===== src/rtl/apb_chk_pkg.sv =====
// rtl/apb_chk_pkg.sv - shared types and constants for the APB protocol checker
package apb_chk_pkg;

  localparam int ERR_NUM = 8;

  typedef enum logic [2:0] {
    ERR_MULTI_SEL  = 3'd0,
    ERR_PEN_NO_SEL = 3'd1,
    ERR_SETUP_EN   = 3'd2,
    ERR_NO_ENABLE  = 3'd3,
    ERR_UNSTABLE   = 3'd4,
    ERR_DROP       = 3'd5,
    ERR_TIMEOUT    = 3'd6,
    ERR_STRB_READ  = 3'd7
  } err_code_e;

  typedef enum logic [1:0] {
    IDLE    = 2'd0,
    ACCESS  = 2'd1,
    RECOVER = 2'd2
  } state_e;

endpackage


===== src/rtl/apb_chk_err_log.sv =====
// rtl/apb_chk_err_log.sv - priority-encodes per-cycle violations into pulse, sticky flags and saturating count
module apb_chk_err_log
  import apb_chk_pkg::*;
#(
  parameter int ERR_CNT_W = 8
) (
  input  logic                 clk,
  input  logic                 rst,
  input  logic [ERR_NUM-1:0]   viol,
  input  logic                 clr,
  output logic                 err_valid,
  output logic [2:0]           err_code,
  output logic [ERR_NUM-1:0]   err_sticky,
  output logic [ERR_CNT_W-1:0] err_count
);

  logic [2:0] code_nxt;
  logic       any_viol;

  assign any_viol = |viol;

  // Lowest-index violation wins: scan downward so the smallest set index is assigned last
  always_comb begin
    code_nxt = 3'd0;
    for (int i = ERR_NUM - 1; i >= 0; i--) begin
      if (viol[i]) code_nxt = 3'(i);
    end
  end

  // Register the report; a violation arriving with clr survives the clear
  always_ff @(posedge clk or posedge rst) begin
    if (rst) begin
      err_valid  <= 1'b0;
      err_code   <= 3'd0;
      err_sticky <= '0;
      err_count  <= '0;
    end else begin
      err_valid <= any_viol;
      err_code  <= code_nxt;
      if (clr) begin
        err_sticky <= viol;
        err_count  <= any_viol ? ERR_CNT_W'(1) : '0;
      end else begin
        err_sticky <= err_sticky | viol;
        if (any_viol && (err_count != '1)) err_count <= err_count + 1'b1;
      end
    end
  end

endmodule


===== config.mk =====
export PLATFORM = sky130hd
export DESIGN_NAME = apb_chk_err_log
export DESIGN_NICKNAME = d
export VERILOG_FILES = /design/src/rtl/apb_chk_pkg.sv /design/src/rtl/apb_chk_err_log.sv
export SDC_FILE = /design/constraint.sdc
export NUM_CORES = 1
export LEC_CHECK = 0
export BUFFER_PORTS_ARGS = -buffer_cell sky130_fd_sc_hd__buf_2
export CELL_PAD_IN_SITES_DETAIL_PLACEMENT = 1
export CELL_PAD_IN_SITES_GLOBAL_PLACEMENT = 2
export CORE_ASPECT_RATIO = 0.75
export CORE_UTILIZATION = 29
export DETAILED_ROUTE_END_ITERATION = 8
export GPL_TIMING_DRIVEN = 0
export PLACE_DENSITY_LB_ADDON = 0.1
export SETUP_SLACK_MARGIN = 0.3
export SLEW_MARGIN = 30
export SYNTH_ARGS = -nofsm -noshare
export SYNTH_HDL_FRONTEND = slang
export SYNTH_SLANG_ARGS = --single-unit

===== constraint.sdc =====
create_clock -name clk -period 1.7 [get_ports clk]
set_clock_uncertainty 0.1 [all_clocks]
set_input_delay 0.34 -clock clk [delete_from_list [all_inputs] [get_ports clk]]
set_output_delay 0.34 -clock clk [all_outputs]
set_load 0.005 [all_outputs]

==> flow_metrics.tcl, run 1 <==
set metrics [dict create \
    drt-vias-per-instance 4.87 \
    io_pins 31 \
    path_clk_slew_ns 0.08 \
    yosys.area.top_type_share_pct 55.2 \
    hold_buffers 0 \
    critical-path-top-delay-family "simple AND/OR/NAND/NOR gates" \
    syn_nets 91 \
    fillers 346 \
    grt_max_degree 21 \
    start_kind "flop" \
    route.antenna.remaining_nets 0 \
    grt_pass1_vias 743 \
    antenna_found_initial 0 \
    grt_pass1_wl_um 3640 \
    synthCells 79 \
    dieArea_um2 3350 \
    io_buffers 29 \
    rows 17 \
    hold_viol_final 0 \
    wirelength_um 2240 \
    syn_to_final_growth_pct 34.8 \
    regArea_um2 502 \
    fin_hold_ws_ns 0.123 \
    cp_max_fo 5 \
    dr.pass1.iters 2 \
    yosysWarnings 0 \
    maxCapViolations 0 \
    dieHeight_um 50.4 \
    cts_buffer_depth 2 \
    cts_tree "done" \
    cpPeakStageDelay_ns 0.37 \
    insertion_delay_ns 0.26 \
    core_um2 2960 \
    nets 131 \
    drive_gt1_share_pct 47.9 \
    leakage_uw 0.000583 \
    crit_chain "ha_2 > nand3_2 > or2_4 > buf_4 > nand3_2 > xor2_1 > nor2_1" \
    overflow 0 \
    placed_area_um2 1110 \
    hold_class "in -> async" \
    synth_edf_count 0 \
    route.detailed.drc 0 \
    place_congestion 0.678 \
    p_total_uw 971 \
    tns_ns 0 \
    fmax_mhz 644 \
    synth_async_sr_flop_share_pct 100 \
    timing.final.setup_violations 0 \
    n_antenna_cell 0 \
    hpwl_um 1560 \
    root_buffer "clkbuf_8" \
    multiInputGateArea_um2 420 \
    final_max_slew_viol_count 0 \
    rsz0062_at_grt "yes" \
    vias 755 \
    slew_headroom_pct 46.5 \
    synth.distinct_cells 29 \
    outcome "completed" \
    cts-buffers-inserted 3 \
    die_x_um 66.5 \
    worstPathArrival_ns 1.59 \
    critPathBufInv 1 \
    yosys_most_used_dff "dfrtp_1" \
    irDropWorstVdd_v 0.000509 \
    worst_pin_slew_ns 0.802 \
    post-route-util_pct 41.3 \
    seq_area_frac_synth_pct 55.2 \
    netlist_area_um2 906 \
    crit_path_top_delay_cell "dfrtp_1" \
    yosysTopAreaCell "dfrtp_1" \
    track_usage_pct 15.1 \
    yosys-top-cells-area "dfrtp_1, a21o_1, nor4_4" \
    post-route-min-period_ns 1.55 \
    worstPathRequired_ns 1.74 \
    initial_core_util_pct 30.6 \
    cts_sinks 20 \
    finalInstanceArea_um2 1220 \
    synth_seq_cells 20 \
    htree_levels 1 \
    period_share_pct 91.4 \
    avgSynthCellArea_um2 11.5 \
    power_density_nw_per_um2 795 \
    crit_path_end_kind "flop" \
    crit_top_cell "nand3_2" \
    crit_type "reg -> reg" \
    wl_per_cell_um 14.4 \
    initialDrtViolationCount 14 \
]
## through the flow
stage	std cells	setup slack, ns
finish	155	0.147
CTS	153	0.159
global route	155	0.0877
floorplan	79	0.226
detailed placement	146	0.0505
global placement	146	0.0988
## cell usage in the layout, fill, tap and decap left out, types with 2 or more instances in the layout
master / synthesis / final
nand3_1: 6 / 5
nor3_1: 3 / 3
nor2_1: 5 / 5
a21oi_2: 0 / 2
nor4_4: 2 / 2
nand4_1: 2 / 2
nand2_4: 1 / 2
buf_4: 0 / 6
nand3_2: 1 / 2
clkbuf_8: 0 / 3
nand2_1: 2 / 2
o21ai_0: 2 / 2
buf_2: 1 / 30
a21o_1: 7 / 7
dfrtp_1: 20 / 19
a21oi_1: 5 / 3
xor2_1: 3 / 3
a31oi_1: 2 / 2
inv_1: 3 / 3
## routing by layer
metal	wire length (µm)	GRT usage (%)	up-vias
met5	0	0	-
met4	16	3.19	0
met3	121	5.23	2
met2	1020	22.6	19
met1	1090	20.9	376
li1	-	-	358
## path summary, 6_finish.rpt
kind | startpoint | end | slack (ns) | cells past startpoint
setup / recovery | err_count[1]$_DFFE_PP0P_ | err_count[2]$_DFFE_PP0P_ | 0.15 | 7
hold / removal | rst | err_sticky[6]$_DFF_PP0_ | 0.12 | 2
setup reg to reg | err_count[1]$_DFFE_PP0P_ | err_count[2]$_DFFE_PP0P_ | 0.15 | 7
hold reg to reg | err_sticky[1]$_DFF_PP0_ | err_sticky[1]$_DFF_PP0_ | 0.38 | 1
max in group asynchronous | rst | err_count[4]$_DFFE_PP0P_ | 0.83 | 2
min in group clk | viol[0] | err_code[0]$_DFF_PP0_ | 0.22 | 2
## layout make-up
type	instances	share of cell area, %
buffer	1	0.410
clock buffer	3	3.38
inverter	4	1.23
multi-input combinational	54	34.4
sequential	20	41.1
tap	38	3.89
timing repair buffer	35	15.6
## logic make-up (layout without fill, tap and decap cells)
kind of cell	after synthesis	count (layout)	synth area share, %
and+or+nand+nor	31	31	24.6
DFF	20	20	55.2
AOI/OAI and AO/OA	19	19	13.7
buffers and inverters	5	43	2.21
xor gates and xnor gates	3	3	2.90
adders and majority gates	1	1	1.38
## timing repair
item / 4_1_cts / 5_1_grt
gates resized for setup: 3 / 4
pin swaps: 5 / 4
endpoints found under the setup margin: 8 / 8
cloned: 0 / 0
setup buffers: 4 / 2
## synthesized netlist by cell type, types with 2 or more instances
cell,n
nand4_1,2
nor2_1,5
nand2_1,2
nand3_1,6
dfrtp_1,20
o21ai_0,2
a21o_1,7
nor4_4,2
nor3_1,3
and3_1,2
xor2_1,3
inv_1,3
a21oi_1,5
a31oi_1,2
## report_power, final
part	switching, µW	internal [µW]	leakage, µW	total, µW
combinational	72.7	66.1	0.000322	139
clock	157	158	0.0000216	315
sequential	16.8	501	0.000239	518
## sequential cells by signal, indices dropped and copies added, names as in the netlist
signal,count
err_code,3
err_sticky,8
err_count,8
err_valid,1
(Power assumes the default switching activity.)
==> inputs of run 2 (changes only) <==
--- a/config.mk
+++ b/config.mk
@@ -9,11 +9,11 @@
 export CELL_PAD_IN_SITES_DETAIL_PLACEMENT = 1
 export CELL_PAD_IN_SITES_GLOBAL_PLACEMENT = 2
 export CORE_ASPECT_RATIO = 0.75
-export CORE_UTILIZATION = 29
+export CORE_UTILIZATION = 31
+export CTS_BUF_LIST = sky130_fd_sc_hd__clkbuf_4 sky130_fd_sc_hd__clkbuf_8
 export DETAILED_ROUTE_END_ITERATION = 8
 export GPL_TIMING_DRIVEN = 0
 export PLACE_DENSITY_LB_ADDON = 0.1
-export SETUP_SLACK_MARGIN = 0.3
 export SLEW_MARGIN = 30
 export SYNTH_ARGS = -nofsm -noshare
 export SYNTH_HDL_FRONTEND = slang
==> run 2 against run 1 <==
Net effect:
- combinational power decreased by 14%
- wire length decreased by 8.5%
- first-iteration DRC count increased by 93%
- sequential power about the same
- count of clock-buffer cells in the layout increased by 1
- via count decreased by 2.4%
- global-route usage decreased by 0.19 points
- utilization increased by 2.7 points
- register-to-register slack got worse by 0.098 ns
- fmax decreased by 6.0%
- non-clock buffer count decreased by 3
- clock power increased by 15%
==> flow_metrics.tcl, run 2 (synthesis results as in run 1) <==
set metrics [dict create \
    tns_ns 0 \
    start_kind "flop" \
    drt-vias-per-instance 4.88 \
    crit_path_top_delay_cell "dfrtp_1" \
    place_congestion 0.749 \
    grt_use_met1_pct 21.0 \
    cts_tree "done" \
    crit_type "reg -> reg" \
    r2r_start "err_count[0]$_DFFE_PP0P_" \
    r2r-end "err_count[6]$_DFFE_PP0P_" \
    dr.pass1.iters 4 \
    post-route-min-period_ns 1.65 \
    fmax_mhz 605 \
    hpwl_um 1520 \
    grtUsageMet3_pct 4.91 \
    cts_sinks 20 \
    irDropWorstVdd_v 0.000473 \
    hold_class "in -> async" \
    cpPeakStageDelay_ns 0.43 \
    top_usage_layer "met2" \
    critical-path-top-delay-family "simple AND/OR/NAND/NOR gates" \
    antenna_found_initial 0 \
    initial_core_util_pct 33.8 \
    r2r_cells 6 \
    cp_max_fo 5 \
    path_clk_slew_ns 0.07 \
    wl_per_cell_um 13.6 \
    cts-buffers-inserted 3 \
    dieArea_um2 3140 \
    vias 737 \
    root_buffer "clkbuf_8" \
    die_x_um 64.4 \
    drive_gt1_share_pct 41.7 \
    fillers 322 \
    placed_area_um2 1100 \
    io_pins 31 \
    initialDrtViolationCount 27 \
    insertion_delay_ns 0.26 \
    worst_pin_slew_ns 0.786 \
    nets 128 \
    fin_ws_ns 0.0482 \
    multiInputGateArea_um2 393 \
    finalInstanceArea_um2 1180 \
    dieHeight_um 48.8 \
    crit_end "err_count[6]$_DFFE_PP0P_" \
    layout_commonest_cell "buf_2" \
    p_total_uw 1000 \
    grt_pass1_wl_um 3480 \
    route.detailed.drc 0 \
    timing.final.setup_violations 0 \
    leakage_uw 0.000577 \
    preCtsSetupSlack_ns 0.0450 \
    grt_max_degree 21 \
    critPathBufInv 0 \
    reg_top3 "err_count x8, err_sticky x8, err_code x3" \
    n_antenna_cell 0 \
    worstPathRequired_ns 1.75 \
    slew_headroom_pct 47.6 \
    crit_start "err_count[0]$_DFFE_PP0P_" \
    wirelength_um 2050 \
    crit_cells 6 \
    period_share_pct 97.2 \
    crit_path_end_kind "flop" \
    overflow 0 \
    hold_viol_final 0 \
    syn_to_final_growth_pct 30.4 \
    hold_buffers 0 \
    cts_buffer_depth 2 \
    outcome "completed" \
    ff2ff_setup_slack_ns 0.05 \
    grt_pass1_vias 692 \
    regArea_um2 500 \
    core_um2 2680 \
    route.antenna.remaining_nets 0 \
    rows 16 \
    track_usage_pct 14.9 \
    rsz0062_at_grt "yes" \
    crit_chain "ha_2 > nand3_2 > a21oi_1 > nand3_1 > nor3b_1 > nor3_2" \
    final_max_slew_viol_count 0 \
    htree_levels 1 \
    met2_usage_pct 22.1 \
    maxCapViolations 0 \
    final_cell_mix "buf_2, dfrtp_1, a21o_1" \
    worstPathArrival_ns 1.70 \
    power_density_nw_per_um2 847 \
    io_buffers 29 \
]
-- run 2: how the worst min path moves through the flow --
stage,from,cells past startpoint,slack [ns],to
3_3_place_gp,err_sticky[0]$_DFF_PP0_,1,0.36,err_sticky[0]$_DFF_PP0_
5_1_grt,rst,2,0.19,err_count[6]$_DFFE_PP0P_
4_1_cts,rst,2,0.15,err_valid$_DFF_PP0_
6_report,rst,2,0.12,err_sticky[0]$_DFF_PP0_
2_1_floorplan,rst,1,0.20,err_code[0]$_DFF_PP0_
3_5_place_dp,err_sticky[3]$_DFF_PP0_,1,0.37,err_sticky[3]$_DFF_PP0_
-- run 2: final cells by class --
class	instances	share of cell area, %
clock buffer	4	4.66
sequential	20	42.4
multi-input combinational	54	33.3
tap	36	3.81
buffer	1	0.424
inverter	4	1.27
timing repair buffer	32	14.2
-- run 2: repair_timing --
item,in CTS,in global routing
gates resized for setup,0,2
endpoints found under the setup margin,0,2
endpoints found under the hold margin,0,0
buffers inserted,0,3
-- run 2: where the power goes --
group	switching [µW]	internal (µW)	total, µW	leakage, µW
Combinational	65.2	54.5	120	0.000307
Clock	155	206	361	0.0000288
Sequential	18.6	501	519	0.000241
Total	239	761	1000	0.000577
-- run 2: metrics by stage --
step           std cells  util [%]  hold WS [ns]
2_1_floorplan         79         -         0.204
3_3_place_gp         144      40.9         0.356
3_5_place_dp         144      40.9         0.365
4_1_cts              148      42.9         0.148
5_1_grt              151      44.0         0.186
6_report             151      44.0         0.117
-- run 2: worst register-to-register path, cell delays in order (launching register included) --
cell	delay [ns]
dfrtp_1	0.43
ha_2	0.23
nand3_2	0.08
a21oi_1	0.28
nand3_1	0.12
nor3b_1	0.25
nor3_2	0.06
-- run 2: per-layer routing --
| metal | vias up | share of wire [%] |
|---|---|---|
| met4 | 0 | 0.64 |
| met2 | 20 | 45 |
| met3 | 2 | 5.4 |
| li1 | 355 | - |
| met5 | - | 0 |
| met1 | 360 | 49 |
==> inputs of run 3 (changes only) <==
--- a/config.mk
+++ b/config.mk
@@ -9,10 +9,10 @@
 export CELL_PAD_IN_SITES_DETAIL_PLACEMENT = 1
 export CELL_PAD_IN_SITES_GLOBAL_PLACEMENT = 2
 export CORE_ASPECT_RATIO = 0.75
+export CORE_MARGIN = 2
 export CORE_UTILIZATION = 31
 export CTS_BUF_LIST = sky130_fd_sc_hd__clkbuf_4 sky130_fd_sc_hd__clkbuf_8
 export DETAILED_ROUTE_END_ITERATION = 8
-export GPL_TIMING_DRIVEN = 0
 export PLACE_DENSITY_LB_ADDON = 0.1
 export SLEW_MARGIN = 30
 export SYNTH_ARGS = -nofsm -noshare
==> run 3 against run 2 <==
Net effect:
- combinational power rose by 6%
- final cell count up 2.0%
- highest routed layer unchanged
- die area is 7.3% higher
- clock power down 2%
- critical path depth is the same
- total power about the same
- utilization is 0.65 points higher
- global-route usage fell by 1.7 points
- sequential power about the same
- fmax increased by 3.1%
- critical endpoint is now err_count[7]$_DFFE_PP0P_
==> flow_metrics.tcl, run 3 (synthesis results as in run 1) <==
set metrics [dict create \
    antenna_found_initial 0 \
    initial_core_util_pct 33.5 \
    critical-path-top-delay-family "simple AND/OR/NAND/NOR gates" \
    crit_start "err_count[1]$_DFFE_PP0P_" \
    overflow 0 \
    grt_pass1_vias 712 \
    cts_sinks 20 \
    crit_chain "ha_2 > nand3_2 > or2_4 > nand3_4 > or3_1 > a21oi_1" \
    cp_max_fo 5 \
    rows 16 \
    insertion_delay_ns 0.25 \
    final_max_slew_viol_count 0 \
    dr.pass1.iters 2 \
    grt_pass1_wl_um 3300 \
    cts-buffers-inserted 3 \
    place_congestion 0.752 \
    worst_pin_slew_ns 0.340 \
    initialDrtViolationCount 20 \
    period_share_pct 94.3 \
    outcome "completed" \
    cpPeakStageDelay_ns 0.42 \
    crit_path_top_delay_cell "dfrtp_1" \
    post-route-util_pct 44.7 \
    nets 131 \
    critPathBufInv 0 \
    io_pins 31 \
    route.detailed.drc 0 \
    path_clk_slew_ns 0.07 \
    fmax_mhz 624 \
    final_cell_mix "buf_2, dfrtp_1, a21o_1, buf_4" \
    post-route-min-period_ns 1.60 \
    reg_top3 "err_count x8, err_sticky x8, err_code x3" \
    start_kind "flop" \
    power_density_nw_per_um2 828 \
    fillers 307 \
    timing.final.setup_violations 0 \
    cts_tree "done" \
    worstPathArrival_ns 1.68 \
    dieHeight_um 50.8 \
    drive_gt1_share_pct 44.1 \
    hold_buffers 0 \
    rsz0062_at_grt "no" \
    hold_viol_final 0 \
    wirelength_um 2020 \
    cts_buffer_depth 2 \
    core_um2 2700 \
    hpwl_um 1530 \
    tns_ns 0 \
    maxCapViolations 0 \
    slew_headroom_pct 77.1 \
    r2r_start "err_count[1]$_DFFE_PP0P_" \
    die_x_um 66.4 \
    p_total_uw 1000 \
    root_buffer "clkbuf_8" \
    leakage_uw 0.000593 \
    vias 734 \
    track_usage_pct 13.2 \
    htree_levels 1 \
    syn_to_final_growth_pct 33.3 \
    route.antenna.remaining_nets 0 \
    wl_per_cell_um 13.1 \
    hold_class "in -> async" \
    grt_max_degree 21 \
    crit_path_end_kind "flop" \
    layout_commonest_cell "buf_2" \
    crit_type "reg -> reg" \
    drt-vias-per-instance 4.77 \
    io_buffers 30 \
    dieArea_um2 3380 \
    n_antenna_cell 0 \
    worstPathRequired_ns 1.78 \
    irDropWorstVdd_v 0.000331 \
]
run 3: cell type report:
| type | count | area [µm²] | share of cell area [%] |
|---|---|---|---|
| Clock buffer | 4 | 55.1 | 4.56 |
| Inverter | 4 | 15.0 | 1.24 |
| Timing Repair Buffer | 36 | 195 | 16.2 |
| Sequential cell | 20 | 500 | 41.5 |
| Multi-Input combinational cell | 54 | 397 | 32.8 |
| Tap cell | 36 | 45.0 | 3.73 |
run 3: repair_timing:
action	CTS	global route
gates resized for setup	0	3
setup buffers	0	3
endpoints found under the setup margin	0	2
run 3: worst paths after layout:
kind | slack [ns] | depth (start not counted) | endpoint
min in group clk | 0.22 | 2 | err_code[0]$_DFF_PP0_
max in group asynchronous | 1.28 | 3 | err_sticky[6]$_DFF_PP0_
hold reg to reg | 0.37 | 1 | err_sticky[0]$_DFF_PP0_
setup reg to reg | 0.1 | 6 | err_count[7]$_DFFE_PP0P_
setup / recovery | 0.1 | 6 | err_count[7]$_DFFE_PP0P_
hold / removal | 0.004 | 3 | err_count[4]$_DFFE_PP0P_
run 3: worst register-to-register path, delay by kind of cell, from the launching register on:
family	cells	cell delay (ns)
flip-flops	1	0.42
adder cells (fa/ha/maj)	1	0.21
AND/OR/NAND/NOR	4	0.66
AO/OA/AOI/OAI	1	0.15
run 3: per-layer routing:
| layer | global-route usage (%) | up-vias | share of wire (%) | wire, µm |
|---|---|---|---|---|
| met5 | 0 | - | 0 | 0 |
| met4 | 2.04 | 0 | 0.64 | 13 |
| met3 | 4.85 | 2 | 7.0 | 141 |
| met2 | 19.7 | 21 | 42 | 852 |
| met1 | 18.6 | 352 | 50 | 1010 |
| li1 | - | 359 | - | - |
run 3: stage by stage:
stage / cells / hold WS (ns) / cell area, µm² / setup WS [ns]
floorplan: 79 / 0.204 / 906 / 0.142
global placement: 147 / 0.279 / 1120 / 0.109
detailed placement: 147 / 0.290 / 1120 / 0.0376
CTS: 151 / 0.0120 / 1170 / 0.0232
global route: 154 / 0.0221 / 1210 / 0.00186
finish: 154 / 0.00448 / 1210 / 0.0977
run 3: report_power, final:
group	switching, µW	internal, µW	total, µW
sequential	16.9	501	518
clock	149	206	355
combinational	67.4	59.8	127
